[config.mk]
export PLATFORM = sky130hd
export DESIGN_NAME = cost_table_server
export DESIGN_NICKNAME = d
export VERILOG_FILES = /design/src/rtl/jam_pkg.sv /design/src/rtl/cost_ram.sv /design/src/rtl/cost_table_server.sv
export SDC_FILE = /design/constraint.sdc
export NUM_CORES = 1
export LEC_CHECK = 0
export ABC_CLOCK_PERIOD_IN_PS = 3000
export CORE_MARGIN = 2
export CORE_UTILIZATION = 55
export CTS_BUF_LIST = sky130_fd_sc_hd__clkbuf_8
export CTS_CLUSTER_SIZE = 25
export DETAILED_ROUTE_END_ITERATION = 6
export PLACE_DENSITY = 0.77
export SLEW_MARGIN = 40
export SYNTH_ARGS = -nofsm -noshare
export SYNTH_HDL_FRONTEND = slang
export SYNTH_SLANG_ARGS = --single-unit
[constraint.sdc]
create_clock -name CLK -period 3 [get_ports CLK]
set_clock_uncertainty 0.15 [all_clocks]
set_input_delay 0.45 -clock CLK [delete_from_list [all_inputs] [get_ports CLK]]
set_output_delay 0.45 -clock CLK [all_outputs]
set_load 0.1 [all_outputs]
[src/rtl/jam_pkg.sv]
// Shared widths, table geometry and state encoding for the cost table server.
package jam_pkg;
    localparam int COST_W    = 7;
    localparam int SUM_W     = 10;
    localparam int CNT_W     = 4;
    localparam int TBL_DIM   = 8;
    localparam int IDX_W     = 3;
    localparam int ADDR_W    = 2 * IDX_W;
    localparam int TBL_DEPTH = TBL_DIM * TBL_DIM;
    localparam int CYC_W     = 20;

    typedef enum logic [1:0] {
        ST_IDLE  = 2'd0,
        ST_LOAD  = 2'd1,
        ST_SERVE = 2'd2,
        ST_DONE  = 2'd3
    } state_t;

    // Row-major table address: worker selects the row, job the column.
    function automatic logic [ADDR_W-1:0] tbl_addr(input logic [IDX_W-1:0] w,
                                                   input logic [IDX_W-1:0] j);
        return {w, j};
    endfunction
endpackage

[src/rtl/cost_ram.sv]
// 64 x 7 cost register file: synchronous write, asynchronous read.
module cost_ram
    import jam_pkg::*;
(
    input  logic              clk,
    input  logic              we,
    input  logic [ADDR_W-1:0] waddr,
    input  logic [COST_W-1:0] wdata,
    input  logic [ADDR_W-1:0] raddr,
    output logic [COST_W-1:0] rdata
);
    // Contents are intentionally not reset; readers gate stale data.
    logic [COST_W-1:0] mem_q [TBL_DEPTH];

    always_ff @(posedge clk) begin
        if (we) begin
            mem_q[waddr] <= wdata;
        end
    end

    assign rdata = mem_q[raddr];
endmodule

[src/rtl/cost_table_server.sv]
// Loads an 8x8 cost table, serves it to a job-assignment machine and grades
// the machine's result against expected values, with a SERVE-cycle timeout.
//
// state    | meaning
// ST_IDLE  | waiting for start, machine held in reset
// ST_LOAD  | accepting 64 cost words, machine held in reset
// ST_SERVE | machine running, table lookups live, cycles counting
// ST_DONE  | result latched, flags held until next start
module cost_table_server
    import jam_pkg::*;
#(
    parameter logic [CYC_W-1:0] TIMEOUT = 20'd1000000
) (
    input  logic              CLK,
    input  logic              RST,
    input  logic              start,
    input  logic [SUM_W-1:0]  exp_cost,
    input  logic [CNT_W-1:0]  exp_match,
    input  logic              ld_valid,
    input  logic [COST_W-1:0] ld_data,
    output logic              ld_ready,
    output logic              jam_rst,
    input  logic [IDX_W-1:0]  W,
    input  logic [IDX_W-1:0]  J,
    output logic [COST_W-1:0] Cost,
    input  logic              Valid,
    input  logic [SUM_W-1:0]  MinCost,
    input  logic [CNT_W-1:0]  MatchCount,
    output logic              done,
    output logic              pass,
    output logic              timeout,
    output logic [CYC_W-1:0]  cycles
);
    state_t            state_q, state_d;
    logic [ADDR_W-1:0] addr_q, addr_d;
    logic [CYC_W-1:0]  cycles_q, cycles_d;
    logic              done_q, done_d;
    logic              pass_q, pass_d;
    logic              timeout_q, timeout_d;
    logic [SUM_W-1:0]  exp_cost_q, exp_cost_d;
    logic [CNT_W-1:0]  exp_match_q, exp_match_d;

    logic              ram_we;
    logic [COST_W-1:0] ram_rdata;

    cost_ram u_cost_ram (
        .clk   (CLK),
        .we    (ram_we),
        .waddr (addr_q),
        .wdata (ld_data),
        .raddr (tbl_addr(W, J)),
        .rdata (ram_rdata)
    );

    always_ff @(posedge CLK or posedge RST) begin
        if (RST) begin
            state_q     <= ST_IDLE;
            addr_q      <= '0;
            cycles_q    <= '0;
            done_q      <= 1'b0;
            pass_q      <= 1'b0;
            timeout_q   <= 1'b0;
            exp_cost_q  <= '0;
            exp_match_q <= '0;
        end else begin
            state_q     <= state_d;
            addr_q      <= addr_d;
            cycles_q    <= cycles_d;
            done_q      <= done_d;
            pass_q      <= pass_d;
            timeout_q   <= timeout_d;
            exp_cost_q  <= exp_cost_d;
            exp_match_q <= exp_match_d;
        end
    end

    always_comb begin
        state_d     = state_q;
        addr_d      = addr_q;
        cycles_d    = cycles_q;
        done_d      = done_q;
        pass_d      = pass_q;
        timeout_d   = timeout_q;
        exp_cost_d  = exp_cost_q;
        exp_match_d = exp_match_q;
        ram_we      = 1'b0;
        ld_ready    = 1'b0;
        jam_rst     = 1'b0;
        Cost        = '0;

        case (state_q)
            ST_IDLE, ST_DONE: begin
                jam_rst = (state_q == ST_IDLE);
                if (start) begin
                    state_d     = ST_LOAD;
                    addr_d      = '0;
                    cycles_d    = '0;
                    done_d      = 1'b0;
                    pass_d      = 1'b0;
                    timeout_d   = 1'b0;
                    exp_cost_d  = exp_cost;
                    exp_match_d = exp_match;
                end
            end
            ST_LOAD: begin
                jam_rst  = 1'b1;
                ld_ready = 1'b1;
                if (ld_valid) begin
                    ram_we = 1'b1;
                    addr_d = addr_q + 1'b1;
                    if (addr_q == '1) begin
                        state_d = ST_SERVE;
                    end
                end
            end
            ST_SERVE: begin
                Cost = ram_rdata;
                if (cycles_q != '1) begin
                    cycles_d = cycles_q + 1'b1;
                end
                // A result arriving on the timeout cycle still counts.
                if (Valid) begin
                    state_d   = ST_DONE;
                    done_d    = 1'b1;
                    pass_d    = (MinCost == exp_cost_q) && (MatchCount == exp_match_q);
                    timeout_d = 1'b0;
                end else if (cycles_q == (TIMEOUT - 1'b1)) begin
                    state_d   = ST_DONE;
                    done_d    = 1'b1;
                    pass_d    = 1'b0;
                    timeout_d = 1'b1;
                end
            end
            default: begin
                state_d = ST_IDLE;
            end
        endcase
    end

    assign done    = done_q;
    assign pass    = pass_q;
    assign timeout = timeout_q;
    assign cycles  = cycles_q;
endmodule

==> results.json, run 1 <==
{
  "worst_pin_slew_ns": 0.7551,
  "muxShareOfSynthArea_pct": 15.12,
  "ys_seq_area_share_pct": 73.40,
  "io_pins": 78,
  "cp_slowest_cell": "mux4_2",
  "power_density_nw_per_um2": 652.3,
  "hold_violations": 0,
  "holdPathStages": 1,
  "crit_chain": "mux4_2, a22o_1, a221oi_2, a211oi_1, a221o_1, buf_12",
  "avgSynthCellArea_sq_um": 19.12,
  "maxCapViolCount": 0,
  "ys_warn_count": 0,
  "rsz0062_at_grt": "yes",
  "regToRegEndpoint": "cycles[9]$_DFFE_PP0P_",
  "ys_ff_latch": 493,
  "critPathKind": "flip-flop to output port",
  "io_buffer_count": 77,
  "clk_latency_ns": 0.62,
  "postSynthCellCount": 1039,
  "synth-adder-area-share_pct": 0.3780,
  "tns_ns": -0.4043,
  "via_per_inst": 6.091,
  "clock_power_share_pct": 33.7,
  "antenna_found_initial": 0,
  "numCtsBuffers": 77,
  "power.leakage_nw": 8.204,
  "path_buf_inv": 1,
  "clockBufferDepth": 3,
  "htree_levels": 3,
  "yosysTopAreaCell": "edfxtp_1",
  "reg2reg_setup_slack_ns": 0.38,
  "failed_checks": "setup timing",
  "clk_pin_slew_worst_paths_ns": 0.06,
  "die_w_microns": 194.0,
  "syn_to_final_growth_pct": 19.64,
  "status": "complete, but fails checks",
  "vias": 11080,
  "synth_top_family_by_area": "multiplexers",
  "grt_pass1_vias": 11390,
  "maxSlewHeadroom_pct": 49.66,
  "drtPass1Iterations": 5,
  "core-area_sq_um": 35570,
  "numClockSinks": 493,
  "ys_types": 51,
  "cts_tree": "yes",
  "fin_crit_sh_pct": 106.2,
  "die-area_sq_um": 37650,
  "min_to": "u_cost_ram.mem_q[25][5]$_DFFE_PP_",
  "cp-start-kind": "flip-flop",
  "grt_max_degree": 65,
  "routedWlPerCell_microns": 24.58,
  "slew_viol_final": 0,
  "initial_utilization_pct": 55.84,
  "hp-class": "primary input to flip-flop",
  "fin_cells": 1819,
  "synth_area_leaders": "edfxtp_1 (68%), mux4_2 (13%), dfrtp_1 (5.7%), nor2_1 (1.6%), mux2i_1 (1.5%)",
  "synth_most_common_cell": "edfxtp_1",
  "synth_enable_flop_cells": 448,
  "intPower_mw": 11.37,
  "critPathTopFamily": "compound AO/OA/AOI/OAI gates",
  "num_rows": 69,
  "p_sw_share_pct": 26.64,
  "synthXorXnorAreaFrac_pct": 1.014,
  "synth_area_sq_um": 19860,
  "p_comb_share_pct": 15.6,
  "place.gp.congestion": 0.9501,
  "num_antenna_cells": 0,
  "routed_wl_mm": 44.71,
  "drive_above_1_share_pct": 33.43,
  "layout.nets": 1359,
  "drtIter0Drc": 1074,
  "ff2ff_path_depth": 7,
  "ant_nets": 0,
  "drcViolationCount": 0,
  "synth_nets": 1091,
  "p_sw_mw": 4.130,
  "worstPathRequired_ns": 2.40,
  "nFillCells": 2306,
  "synth_compound_area_share_pct": 3.616,
  "grt_pass1_wl_mm": 67.92,
  "synthFlopType": "edfxtp_1",
  "fin_crit_ns": 3.185,
  "yosys.area_share.simple_pct": 4.857,
  "dp_hpwl_mm": 30.05,
  "synth_top_area_share_pct": 67.73,
  "cp_max_fo": 1,
  "fmax_mhz": 313.9,
  "grt_overflow_total": 0,
  "seq_power_share_pct": 50.7,
  "holdCritStartpoint": "ld_data[5]",
  "clockRootBuffer": "clkbuf_8",
  "finalWorstSetupSlack_ns": -0.1852,
  "r2r_start": "cycles[0]$_DFFE_PP0P_",
  "synthTopCellsByCount": "edfxtp_1 (448), mux4_2 (112), nor2_1 (87)",
  "die_y_microns": 194.0,
  "ir_drop_mv": 0.6844,
  "slowest_delay_ns": 0.53,
  "grt_usage_pct": 24.18,
  "setup_viol": 4,
  "critPathArrivalTime_ns": 2.59,
  "dpl.cell_count": 1687,
  "worstSetupEndpointType": "output port",
  "ys_async_sr_fraction_pct": 9.128
}
## layout by cell type, fill, tap and decap left out, types with 16 or more instances in the layout
cell	Yosys	routed
clkbuf_8	0	81
dfrtp_1	45	45
nand2_1	31	31
edfxtp_1	448	448
buf_4	10	175
clkdlybuf4s50_1	0	34
mux4_2	112	112
mux2i_1	30	25
inv_1	8	21
clkinv_1	0	23
buf_12	0	16
mux2_2	16	16
nand3_1	16	16
nor2_1	87	87
## metal layers
| layer | vias to the layer above | GRT usage, % | share of wire [%] |
|---|---|---|---|
| met3 | 86 | 7.079 | 10 |
| met4 | 0 | 8.923 | 2.8 |
| met1 | 5635 | 32.82 | 39 |
| met2 | 586 | 37.71 | 48 |
| li1 | 4772 | - | - |
| met5 | - | 0 | 0 |
## kinds of logic (layout without fill, tap and decap cells)
logic type               count (synthesis)  in the layout
XOR/XNOR                                23             23
multiplexers                           158            158
adder cells (fa/ha/maj)                  6              6
flip-flops                             493            493
AND/OR/NAND/NOR                        200            200
AO/OA/AOI/OAI                          100            100
buffers and inverters                   59            378
## power groups by stage
stage	logic, mW	registers [mW]	clock network [mW]
2_1_floorplan	1.47	8.09	0
3_3_place_gp	2.32	7.98	0
3_5_place_dp	2.38	7.99	0
4_1_cts	2.41	7.85	5.29
5_1_grt	2.59	7.88	5.60
6_report	2.42	7.86	5.22
## through the flow
step                      utilization, %  worst slack, ns  instance area [sq um]  hold WS (ns)  total power [mW]
after CTS                          66.58          -0.2167                  23680        0.1822             15.56
after detailed placement           62.46          -0.1347                  22220        0.3516             10.37
after global routing               66.80          -0.2706                  23760        0.2201             16.06
final                              66.80          -0.1852                  23760        0.2232             15.50
after global placement             62.45          -0.1313                  22210        0.3403             10.30
after floorplan                        -          0.01837                  19860        0.3510             9.558
## how the worst max path moves through the flow
stage                                      startpoint       to  cells past startpoint
detailed placement                               W[0]  Cost[2]                      8
CTS                 u_cost_ram.mem_q[19][3]$_DFFE_PP_  Cost[3]                      6
global placement                                 J[0]  Cost[4]                      8
global route        u_cost_ram.mem_q[26][3]$_DFFE_PP_  Cost[3]                      6
floorplan                                        J[2]  Cost[5]                      7
finish              u_cost_ram.mem_q[19][3]$_DFFE_PP_  Cost[3]                      6
## layout make-up
type                       count  area (sq um)  share of cell area (%)
clock buffer                  81          1115                   4.692
sequential                   493         14580                   61.36
multi-input combinational    487          5056                   21.28
clock inverter                49         279.0                   1.174
timing repair buffer         240          2126                   8.946
tap                          461         576.8                   2.427
inverter                       8         30.03                  0.1264
## repair_timing
| item | CTS | global route |
|---|---|---|
| hold buffers | 1 | 0 |
| buffers inserted | 0 | 0 |
| cloned | 0 | 1 |
| endpoints found under the setup margin | 7 | 7 |
| resized for setup | 18 | 9 |
| endpoints found under the hold margin | 1 | 0 |
| pin swaps | 2 | 2 |
## sequential cells by signal (all words and copies together), names as in the netlist
signal	flops
addr_q	6
cycles	20
done	1
exp_cost_q	10
exp_match_q	4
pass	1
state_q	2
timeout	1
u_cost_ram.mem_q	448
Note: power is estimated with default switching activity, not from simulation.
==> inputs of run 2 (changes only) <==
--- a/config.mk
+++ b/config.mk
@@ -5,6 +5,7 @@
 export SDC_FILE = /design/constraint.sdc
 export NUM_CORES = 1
 export LEC_CHECK = 0
+export ABC_AREA = 1
 export ABC_CLOCK_PERIOD_IN_PS = 3000
 export CORE_MARGIN = 2
 export CORE_UTILIZATION = 55
==> results.json, run 2 <==
{
  "status": "finished clean",
  "postCtsSetupBuffers": 0,
  "vias": 15080,
  "yosysTopAreaCell": "edfxtp_1",
  "critPathArrivalTime_ns": 2.29,
  "via_per_inst": 5.705,
  "ys_async_sr_fraction_pct": 9.128,
  "cp-start-kind": "primary input",
  "crit_start": "J[1]",
  "initial_utilization_pct": 55.73,
  "place.gp.congestion": 0.9363,
  "ys_seq_area_share_pct": 69.61,
  "ys_ff_latch": 493,
  "path_buf_inv": 4,
  "clk_pin_slew_worst_paths_ns": 0.06,
  "cp_max_fo": 94,
  "drtIter0Drc": 1683,
  "cp.depth": 11,
  "regToRegEndpoint": "u_cost_ram.mem_q[28][1]$_DFFE_PP_",
  "clockRootBuffer": "clkbuf_8",
  "grt_usage_pct": 26.76,
  "synth_enable_flop_cells": 448,
  "top_register": "u_cost_ram.mem_q",
  "num_antenna_cells": 0,
  "hold_ws_ns": 0.05195,
  "ys_types": 37,
  "worstSetupEndpointType": "output port",
  "fin_crit_ns": 2.895,
  "layout_common_cells": "nand2_1 (647), edfxtp_1 (448), nand3_1 (415)",
  "worstPathRequired_ns": 2.40,
  "htree_levels": 3,
  "synth_area_leaders": "edfxtp_1 (64%), nand2_1 (12%), nand3_1 (9.9%), dfrtp_1 (5.4%), nor2_1 (1.6%)",
  "cp_slowest_cell": "buf_12",
  "synth_most_common_cell": "nand2_1",
  "synthTopCellsByCount": "nand2_1 (647), edfxtp_1 (448), nand3_1 (415)",
  "drcViolationCount": 0,
  "layout.nets": 2129,
  "postSynthCellCount": 1916,
  "ant_nets": 0,
  "grt_overflow_total": 0,
  "cts_tree": "yes",
  "largest_reg_flops": 448,
  "ir_drop_mv": 0.7806,
  "hold_violations": 0,
  "slew_viol_final": 0,
  "num_rows": 71,
  "antenna_found_initial": 0,
  "synth_top_area_share_pct": 64.24,
  "worst_pin_slew_ns": 0.8091,
  "clk_latency_ns": 0.61,
  "synth_area_sq_um": 20940,
  "critPathTopFamily": "buffers and inverters",
  "power.leakage_nw": 9.254,
  "synthFlopType": "edfxtp_1",
  "maxCapViolCount": 0,
  "slowest_delay_ns": 0.38,
  "grt_pass1_wl_mm": 80.36,
  "layout_commonest_cell": "nand2_1",
  "critPathKind": "primary input to output port",
  "routed_wl_mm": 51.53,
  "io_buffer_count": 77,
  "r2r_start": "state_q[1]$_DFFE_PP0P_",
  "syn_to_final_growth_pct": 15.66,
  "maxSlewHeadroom_pct": 46.06,
  "grt_max_degree": 113,
  "tns_ns": 0,
  "die-area_sq_um": 39650,
  "post_cts_resized": 1,
  "path_common_cell": "nand3_1",
  "setup_viol": 0,
  "avgSynthCellArea_sq_um": 10.93,
  "hp-class": "primary input to flip-flop",
  "ys_warn_count": 0,
  "crit_chain": "buf_4, buf_12, buf_4, nand3_1, nand3_1, nand2_1, nand2_1, nand3_1, nand3_1, a21oi_2, buf_12",
  "io_pins": 78,
  "ff2ff_path_depth": 6,
  "dp_hpwl_mm": 31.77,
  "synth_nets": 1968,
  "die_w_microns": 199.1,
  "drive_above_1_share_pct": 12.43,
  "clockBufferDepth": 3,
  "numClockSinks": 493,
  "core-area_sq_um": 37580,
  "power_density_nw_per_um2": 636.7,
  "numCtsBuffers": 76,
  "routedWlPerCell_microns": 19.50,
  "fin_crit_sh_pct": 96.49,
  "rsz0062_at_grt": "no",
  "drtPass1Iterations": 6,
  "fmax_mhz": 345.5,
  "postCtsHoldBufs": 0,
  "grt_pass1_vias": 14780,
  "reg2reg_setup_slack_ns": 0.34,
  "die_y_microns": 199.1,
  "endpoint": "Cost[4]"
}
## run 2: cell count changes in the layout (fill, tap and decap cells not counted), moves of 8 or more
cell and delta:
nand3_1 +399, buf_12 +8, o21ai_0 +15, a211oi_1 -9, inv_1 +51, mux2i_1 -25, nand2_1 +616, nor2b_1 -11
mux4_2 -112, a22oi_1 -15, buf_4 -58, or4_1 -8, mux2_2 -16
## run 2: worst min path at each step
stage | startpoint | end | slack (ns) | cells past startpoint
final | ld_data[0] | u_cost_ram.mem_q[62][0]$_DFFE_PP_ | 0.05 | 1
after global routing | ld_data[0] | u_cost_ram.mem_q[62][0]$_DFFE_PP_ | 0.03 | 1
after CTS | ld_data[0] | u_cost_ram.mem_q[62][0]$_DFFE_PP_ | 0.02 | 1
after detailed placement | timeout$_DFFE_PP0P_ | timeout$_DFFE_PP0P_ | 0.32 | 2
after global placement | done$_DFFE_PP0P_ | done$_DFFE_PP0P_ | 0.32 | 2
after floorplan | exp_cost_q[0]$_DFFE_PP0P_ | exp_cost_q[0]$_DFFE_PP0P_ | 0.31 | 2
## run 2: cell type report
class | count | area, sq um
inverter | 55 | 216.5
timing repair buffer | 184 | 1755
sequential | 493 | 14580
multi-input combinational | 1267 | 5635
fill | 2811 | 13360
clock inverter | 51 | 267.8
tap | 511 | 639.4
clock buffer | 82 | 1129
## run 2: per-layer routing
metal / GRT usage [%] / wire [microns] / vias to the layer above
met5: 0 / 0 / -
met4: 12.02 / 1850 / 0
met3: 5.232 / 5192 / 134
met2: 42.92 / 24420 / 830
met1: 35.72 / 20070 / 7131
li1: - / - / 6984
## run 2: stage by stage
step	instance area, sq um	util (%)	std cells	power [mW]	setup slack [ns]
floorplan	20970	-	1916	9.514	0.1171
global placement	22820	60.73	2510	10.27	0.1745
detailed placement	22820	60.73	2510	10.32	0.1397
CTS	24220	64.45	2643	15.48	0.1784
global route	24220	64.46	2643	15.98	0.02097
finish	24220	64.46	2643	15.42	0.1053
## run 2: worst reg2reg max path: stages, from the launching register on
cell,delay [ns]
dfrtp_1,0.41
inv_1,0.11
ha_1,0.19
nand2_1,0.08
nor2_1,0.26
nand2_1,0.45
nor2_1,0.64
## run 2: cell families after synthesis
logic type / share of synthesized area, %
buffers and inverters: 3.603
adders and majority gates: 0.3585
xor gates and xnor gates: 0.5437
AOI/OAI and AO/OA: 1.703
DFF: 69.61
and+or+nand+nor: 24.18
## run 2: where the power goes
part           switching [mW]  leakage, nW  internal [mW]
clock                    2.52        0.796           2.69
combinational            1.74         3.83          0.689
sequential              0.106         4.62           7.68
total                    4.37         9.25           11.1
